**src/rtl/arcade_input_cond.sv**
```systemverilog
// Per-player joystick conditioner: registered input, per-bit debounce, SOCD, autofire, coin stretch + credits.
// Latency 2+DEBOUNCE_CYC for dirs/buttons/start; no backpressure, inputs are sampled every cycle.
module arcade_input_cond #(
    parameter int NUM_PLAYERS  = 2,
    parameter int NUM_BTN      = 2,
    parameter int DEBOUNCE_CYC = 16,
    parameter int COIN_LEN     = 36864,
    parameter int COIN_GAP     = 18432,
    parameter int AUTOFIRE_DIV = 300000,
    parameter int SOCD_NEUTRAL = 1,
    parameter int MERGE        = 0
) (
    input  logic                           clk_sys,
    input  logic                           reset,
    input  logic [NUM_PLAYERS*16-1:0]      joy_in,
    input  logic [NUM_PLAYERS*NUM_BTN-1:0] autofire_en,
    input  logic                           pause,
    output logic [NUM_PLAYERS*4-1:0]       dir_out,
    output logic [NUM_PLAYERS*NUM_BTN-1:0] btn_out,
    output logic [NUM_PLAYERS-1:0]         start_out,
    output logic [NUM_PLAYERS-1:0]         coin_out,
    output logic [7:0]                     coin_cnt
);
    localparam int NB       = 6 + NUM_BTN;
    localparam int AFW      = $clog2(AUTOFIRE_DIV > 2 ? AUTOFIRE_DIV : 2);
    localparam int CMAX     = COIN_LEN > COIN_GAP ? COIN_LEN : COIN_GAP;
    localparam int CW       = $clog2(CMAX > 2 ? CMAX : 2);
    localparam logic [AFW-1:0] AF_LAST  = AFW'(AUTOFIRE_DIV - 1);
    localparam logic [CW-1:0]  LEN_LAST = CW'(COIN_LEN - 1);
    localparam logic [CW-1:0]  GAP_LAST = CW'(COIN_GAP - 1);
    localparam logic [1:0] S_IDLE  = 2'd0;
    localparam logic [1:0] S_PULSE = 2'd1;
    localparam logic [1:0] S_WAIT  = 2'd2;
    localparam logic [1:0] S_GUARD = 2'd3;

    logic [NUM_PLAYERS*NB-1:0] raw_d, raw_q, deb;
    logic                      unused_joy;

    always_comb begin
        raw_d      = '0;
        unused_joy = 1'b0;
        for (int p = 0; p < NUM_PLAYERS; p++) begin
            raw_d[p*NB +: NB] = joy_in[p*16 +: NB];
            for (int b = NB; b < 16; b++) unused_joy = unused_joy ^ joy_in[p*16+b];
        end
    end

    always_ff @(posedge clk_sys) begin
        if (reset) raw_q <= '0;
        else       raw_q <= raw_d;
    end

    generate
        if (DEBOUNCE_CYC == 0) begin : g_nodb
            assign deb = raw_q;
        end else begin : g_db
            localparam int DBW = $clog2(DEBOUNCE_CYC > 2 ? DEBOUNCE_CYC : 2);
            localparam logic [DBW-1:0] DB_LAST = DBW'(DEBOUNCE_CYC - 1);
            for (genvar i = 0; i < NUM_PLAYERS*NB; i++) begin : g_bit
                logic           deb_q;
                logic [DBW-1:0] cnt_q;
                always_ff @(posedge clk_sys) begin
                    if (reset) begin
                        deb_q <= 1'b0;
                        cnt_q <= '0;
                    end else if (raw_q[i] == deb_q) begin
                        cnt_q <= '0;
                    end else if (cnt_q == DB_LAST) begin
                        deb_q <= raw_q[i];
                        cnt_q <= '0;
                    end else begin
                        cnt_q <= cnt_q + 1'b1;
                    end
                end
                assign deb[i] = deb_q;
            end
        end
    endgenerate

    // Shared autofire phase; buttons are not resynchronised on press.
    logic [AFW-1:0] af_cnt_q, af_cnt_d;
    logic           phase_q, phase_d;

    always_comb begin
        af_cnt_d = af_cnt_q;
        phase_d  = phase_q;
        if (!pause) begin
            if (af_cnt_q == AF_LAST) begin
                af_cnt_d = '0;
                phase_d  = ~phase_q;
            end else begin
                af_cnt_d = af_cnt_q + 1'b1;
            end
        end
    end

    logic [NUM_PLAYERS*4-1:0]       dir_c, dir_d, dir_q;
    logic [NUM_PLAYERS*NUM_BTN-1:0] btn_c, btn_d, btn_q;
    logic [NUM_PLAYERS-1:0]         start_d, start_q;

    always_comb begin
        dir_c   = '0;
        btn_c   = '0;
        start_d = '0;
        for (int p = 0; p < NUM_PLAYERS; p++) begin
            dir_c[p*4 +: 4] = deb[p*NB +: 4];
            if (SOCD_NEUTRAL != 0) begin
                if (dir_c[p*4+3] && dir_c[p*4+2]) dir_c[p*4+2 +: 2] = 2'b00;
                if (dir_c[p*4+1] && dir_c[p*4])   dir_c[p*4 +: 2]   = 2'b00;
            end
            for (int b = 0; b < NUM_BTN; b++)
                btn_c[p*NUM_BTN+b] = deb[p*NB+4+b] & (autofire_en[p*NUM_BTN+b] ? phase_q : 1'b1);
            start_d[p] = deb[p*NB+4+NUM_BTN];
        end
        if (MERGE != 0) begin
            dir_d = '0;
            btn_d = '0;
            for (int p = 0; p < NUM_PLAYERS; p++) begin
                dir_d[3:0]         = dir_d[3:0] | dir_c[p*4 +: 4];
                btn_d[NUM_BTN-1:0] = btn_d[NUM_BTN-1:0] | btn_c[p*NUM_BTN +: NUM_BTN];
            end
        end else begin
            dir_d = dir_c;
            btn_d = btn_c;
        end
    end

    logic [NUM_PLAYERS-1:0] accept;

    generate
        for (genvar p = 0; p < NUM_PLAYERS; p++) begin : g_coin
            logic [1:0]    state_q, state_d;
            logic [CW-1:0] cnt_q, cnt_d;
            logic          out_q, out_d;
            logic          coin_deb;
            assign coin_deb = deb[p*NB+5+NUM_BTN];

            always_comb begin
                state_d = state_q;
                cnt_d   = cnt_q;
                out_d   = out_q;
                case (state_q)
                    S_IDLE: if (coin_deb) begin
                        state_d = S_PULSE;
                        cnt_d   = '0;
                        out_d   = 1'b1;
                    end
                    S_PULSE: if (cnt_q == LEN_LAST) begin
                        state_d = S_WAIT;
                        out_d   = 1'b0;
                    end else begin
                        cnt_d = cnt_q + 1'b1;
                    end
                    S_WAIT: if (!coin_deb) begin
                        state_d = S_GUARD;
                        cnt_d   = '0;
                    end
                    default: if (cnt_q == GAP_LAST) state_d = S_IDLE;
                             else                   cnt_d   = cnt_q + 1'b1;
                endcase
            end

            always_ff @(posedge clk_sys) begin
                if (reset) begin
                    state_q <= S_IDLE;
                    cnt_q   <= '0;
                    out_q   <= 1'b0;
                end else begin
                    state_q <= state_d;
                    cnt_q   <= cnt_d;
                    out_q   <= out_d;
                end
            end

            assign accept[p]   = (state_q == S_IDLE) && coin_deb;
            assign coin_out[p] = out_q;
        end
    endgenerate

    logic [7:0] coin_cnt_q, coin_cnt_d;

    always_comb begin
        coin_cnt_d = coin_cnt_q;
        for (int p = 0; p < NUM_PLAYERS; p++) coin_cnt_d = coin_cnt_d + {7'b0, accept[p]};
    end

    always_ff @(posedge clk_sys) begin
        if (reset) begin
            af_cnt_q   <= '0;
            phase_q    <= 1'b0;
            dir_q      <= '0;
            btn_q      <= '0;
            start_q    <= '0;
            coin_cnt_q <= '0;
        end else begin
            af_cnt_q   <= af_cnt_d;
            phase_q    <= phase_d;
            dir_q      <= dir_d;
            btn_q      <= btn_d;
            start_q    <= start_d;
            coin_cnt_q <= coin_cnt_d;
        end
    end

    assign dir_out   = dir_q;
    assign btn_out   = btn_q;
    assign start_out = start_q;
    assign coin_cnt  = coin_cnt_q;
endmodule

```
**config.mk**
```make
export PLATFORM = sky130hd
export DESIGN_NAME = arcade_input_cond
export DESIGN_NICKNAME = d
export VERILOG_FILES = /design/src/rtl/arcade_input_cond.sv
export SDC_FILE = /design/constraint.sdc
export NUM_CORES = 1
export LEC_CHECK = 0
export BUFFER_PORTS_ARGS = -buffer_cell sky130_fd_sc_hd__buf_2
export CAP_MARGIN = 30
export CORE_ASPECT_RATIO = 0.6
export CORE_MARGIN = 4
export CORE_UTILIZATION = 30
export DETAILED_ROUTE_END_ITERATION = 16
export PLACE_DENSITY = 0.56
export SYNTH_ARGS = -nofsm -noshare
export SYNTH_HDL_FRONTEND = slang
export SYNTH_SLANG_ARGS = --single-unit
export TNS_END_PERCENT = 5
```
**constraint.sdc**
```tcl
create_clock -name clk_sys -period 2.3 [get_ports clk_sys]
set_input_delay 0.23 -clock clk_sys [delete_from_list [all_inputs] [get_ports clk_sys]]
set_output_delay 0.23 -clock clk_sys [all_outputs]
set_load 0.02 [all_outputs]
```
==> impl_metrics.env <==
export IMPL_die_x_um=210
export IMPL_synth_top_area_frac=0.479
export IMPL_cap_violations=0
export IMPL_required_ns=2.59
export IMPL_swShare=0.227
export IMPL_fin_setup_tns_ns=0
export IMPL_final_antenna_net_count=0
export IMPL_finalCritPeriodShare=0.895
export IMPL_core_area_sq_mm=0.0242
export IMPL_power_density_mw_per_mm2=718
export IMPL_drt_pass1_iterations=4
export IMPL_leakage_nw=3.31
export IMPL_critical_path_class="flip-flop to flip-flop"
export IMPL_synth_flop_cell="dfxtp_1"
export IMPL_drive_gt1_frac=0.122
export IMPL_cts_clk_slew_worst_paths_ns=0.06
export IMPL_die_area_sq_mm=0.0272
export IMPL_utilization=0.359
export IMPL_status="finished, final reports clean"
export IMPL_post_route_drc_count=0
export IMPL_dp_slack_ns=0.159
export IMPL_worstPathCellList="ha_1 > nand3_1 > or4_4 > o21ai_0 > and3_1 > o31ai_1"
export IMPL_p_sw_w=0.00142
export IMPL_hpwl_mm=10.2
export IMPL_wl_per_cell_um=12.3
export IMPL_synth_cells=797
export IMPL_cts_setup_buffers=0
export IMPL_cp_slowest_cell="or4_4"
export IMPL_viasPerCell=4.54
export IMPL_clock_sinks=176
export IMPL_syn_nets=865
export IMPL_slew_viol_final=0
export IMPL_die_h_um=129
export IMPL_cpPeakStageDelay_ns=0.58
export IMPL_grt_max_degree=47
export IMPL_diodes=0
export IMPL_synth_area_leaders="dfxtp_1 (48%), nor2_1 (6.8%), xnor2_1 (5.4%)"
export IMPL_register_area_sq_mm=0.00352
export IMPL_drt_iter0_drc=250
export IMPL_fmax_ghz=0.486
export IMPL_final_setup_skew_ns=0.00688
export IMPL_rsz0062_at_grt="false"
export IMPL_grt_pass1_wl_mm=24.8
export IMPL_fillers=2420
export IMPL_ios=63
export IMPL_clockBufferDepth=2
export IMPL_synth_seq_area_share=0.479
export IMPL_hold_class="input port to flip-flop"
export IMPL_synthMostInstantiatedCell="dfxtp_1"
export IMPL_slew_headroom=0.631
export IMPL_synth_top_cells_by_count="dfxtp_1 (176), nor2_1 (133), xnor2_1 (45)"
export IMPL_netlist_area_sq_mm=0.00736
export IMPL_area_growth_pct=17.9
export IMPL_clkLatencyLatePin_ns=0.43
export IMPL_synth_cell_type_count=64
export IMPL_yosysWarningCount=0
export IMPL_final_nets=933
export IMPL_synth_edf_count=0
export IMPL_finalHoldViolations=0
export IMPL_min_period_ns=2.06
export IMPL_clkPwrFrac=0.443
export IMPL_groute_usage_overall=0.113
export IMPL_antenna_found_initial=0
export IMPL_portBuffers=46
export IMPL_start_util=0.305
export IMPL_grt_overflow_total=0
export IMPL_max_slew_worst_pin_slew_ns=0.552
export IMPL_routed_wl_mm=14.8
export IMPL_core_rowCount=44
export IMPL_crit_arrival_ns=2.35
export IMPL_gp_congestion=0.773
export IMPL_synth_largest_area_cell="dfxtp_1"
export IMPL_synth_avg_cell_area_sq_um=9.24
export IMPL_pwr_share_seq=0.502
export IMPL_root_buffer="clkbuf_16"
export IMPL_ys_async_sr_fraction=0
export IMPL_cts_buffers=17
export IMPL_p_comb_frac=0.056
export IMPL_p_int_w=0.00482
export IMPL_end_kind="flip-flop"
export IMPL_htree_levels=4
export IMPL_ys_seq_elements=176
export IMPL_crit_fanout=6
export IMPL_setup_violations=0
export IMPL_vdd_drop_max_mv=0.361
export IMPL_cts_tree="done"
export IMPL_grt_pass1_vias=5049
export IMPL_start_kind="flip-flop"
export IMPL_vias=5443
export IMPL_multi_input_area_sq_mm=0.00364
export IMPL_setup_ws_ns=0.241
-- sequential cells by signal (all words and copies together), names as in the netlist --
signal	cells
g_db.g_bit.cnt_q	64
start_out	2
g_coin.coin_deb	2
g_coin.state_q	4
raw_q	16
coin_cnt	8
g_db.g_bit.deb_q	14
phase_q	1
dir_out	8
g_coin.cnt_q	32
af_cnt_q	19
g_coin.out_q	2
btn_out	4
-- kinds of logic (layout without fill, tap and decap cells) --
logic type | after synthesis | after routing | share of synthesized area
multiplexers | 19 | 19 | 0.0258
AND/OR/NAND/NOR | 359 | 359 | 0.246
adder cells (fa/ha/maj) | 29 | 29 | 0.0503
buffers and inverters | 50 | 129 | 0.0280
flip-flops | 176 | 176 | 0.479
AO/OA/AOI/OAI | 83 | 83 | 0.0746
XOR/XNOR | 81 | 81 | 0.0964
-- per-stage QoR --
| step | instance area, sq um | hold slack, ns | std cells | total power [W] |
|---|---|---|---|---|
| final | 8680 | 0.0309 | 1198 | 0.00624 |
| after global routing | 8680 | 0.0143 | 1198 | 0.00654 |
| after CTS | 8680 | 0.0134 | 1198 | 0.00636 |
| after detailed placement | 8060 | 0.436 | 1161 | 0.00354 |
| after global placement | 8060 | 0.429 | 1161 | 0.00353 |
| after floorplan | 7360 | 0.358 | 797 | 0.00341 |
-- per-layer routing --
metal | vias up | part of all wire | global-route usage
met3 | 9 | 0.055 | 0.0411
met4 | 0 | 0.0059 | 0.0380
met1 | 2487 | 0.56 | 0.168
met2 | 68 | 0.38 | 0.147
met5 | - | 0 | 0
li1 | 2879 | - | -
-- final timing paths --
kind | start | end | slack, ns | depth (start not counted)
max reg2reg | g_coin[1].cnt_q[0] | g_coin[1].state_q[1] | 0.24 | 6
min | joy_in[0] | raw_q[0] | 0.03 | 2
max | g_coin[1].cnt_q[0] | g_coin[1].state_q[1] | 0.24 | 6
min reg2reg | g_db.g_bit[9].cnt_q[0] | g_db.g_bit[9].cnt_q[0] | 0.45 | 1
-- power groups by stage --
stage	Combinational [W]	Sequential (W)	Clock, W
3_3_place_gp	0.000339	0.00320	0
3_5_place_dp	0.000341	0.00320	0
5_1_grt	0.000392	0.00313	0.00302
2_1_floorplan	0.000227	0.00319	0
4_1_cts	0.000351	0.00313	0.00288
6_report	0.000348	0.00313	0.00276
-- worst max-delay path: cells and delay by family, from the launching register on --
family                   cells  cell delay, ns
AO/OA/AOI/OAI                2            0.40
adder cells (fa/ha/maj)      1            0.21
flip-flops                   1            0.39
AND/OR/NAND/NOR              3            0.93
-- cells in the final DEF (no fill, tap or decap), types with 3 or more instances in the layout --
cell type and count:
a21oi_1 18, a221oi_1 3, a311oi_1 3, a31o_2 3, a31oi_1 4, and2_1 3
and3_1 28, buf_2 45, buf_4 21, clkbuf_1 4, clkbuf_16 17, dfxtp_1 176
dlygate4sd3_1 7, ha_1 28, inv_1 24, mux2i_1 19, nand2_1 37, nand2b_1 5
nand3_1 43, nand4_1 13, nor2_1 133, nor2b_1 26, nor3_1 12, nor3b_1 8
nor4_1 5, o21a_1 3, o21ai_0 22, o21bai_1 3, o31ai_1 3, or2_2 3
or3_1 21, or4_1 5, xnor2_1 45, xor2_1 36
-- timing repair --
item | in CTS | in global routing
endpoints found under the setup margin | 0 | 1
resized for setup | 0 | 1
endpoints found under the hold margin | 7 | 0
hold buffers | 7 | 0
-- cell type report --
class | instances | area share
multi-input combinational | 571 | 0.419
sequential | 176 | 0.406
timing repair buffer | 74 | 0.0545
clock buffer | 21 | 0.0507
tap | 322 | 0.0464
clock inverter | 9 | 0.0128
inverter | 25 | 0.0108
Power figures use the tool's default switching activity.
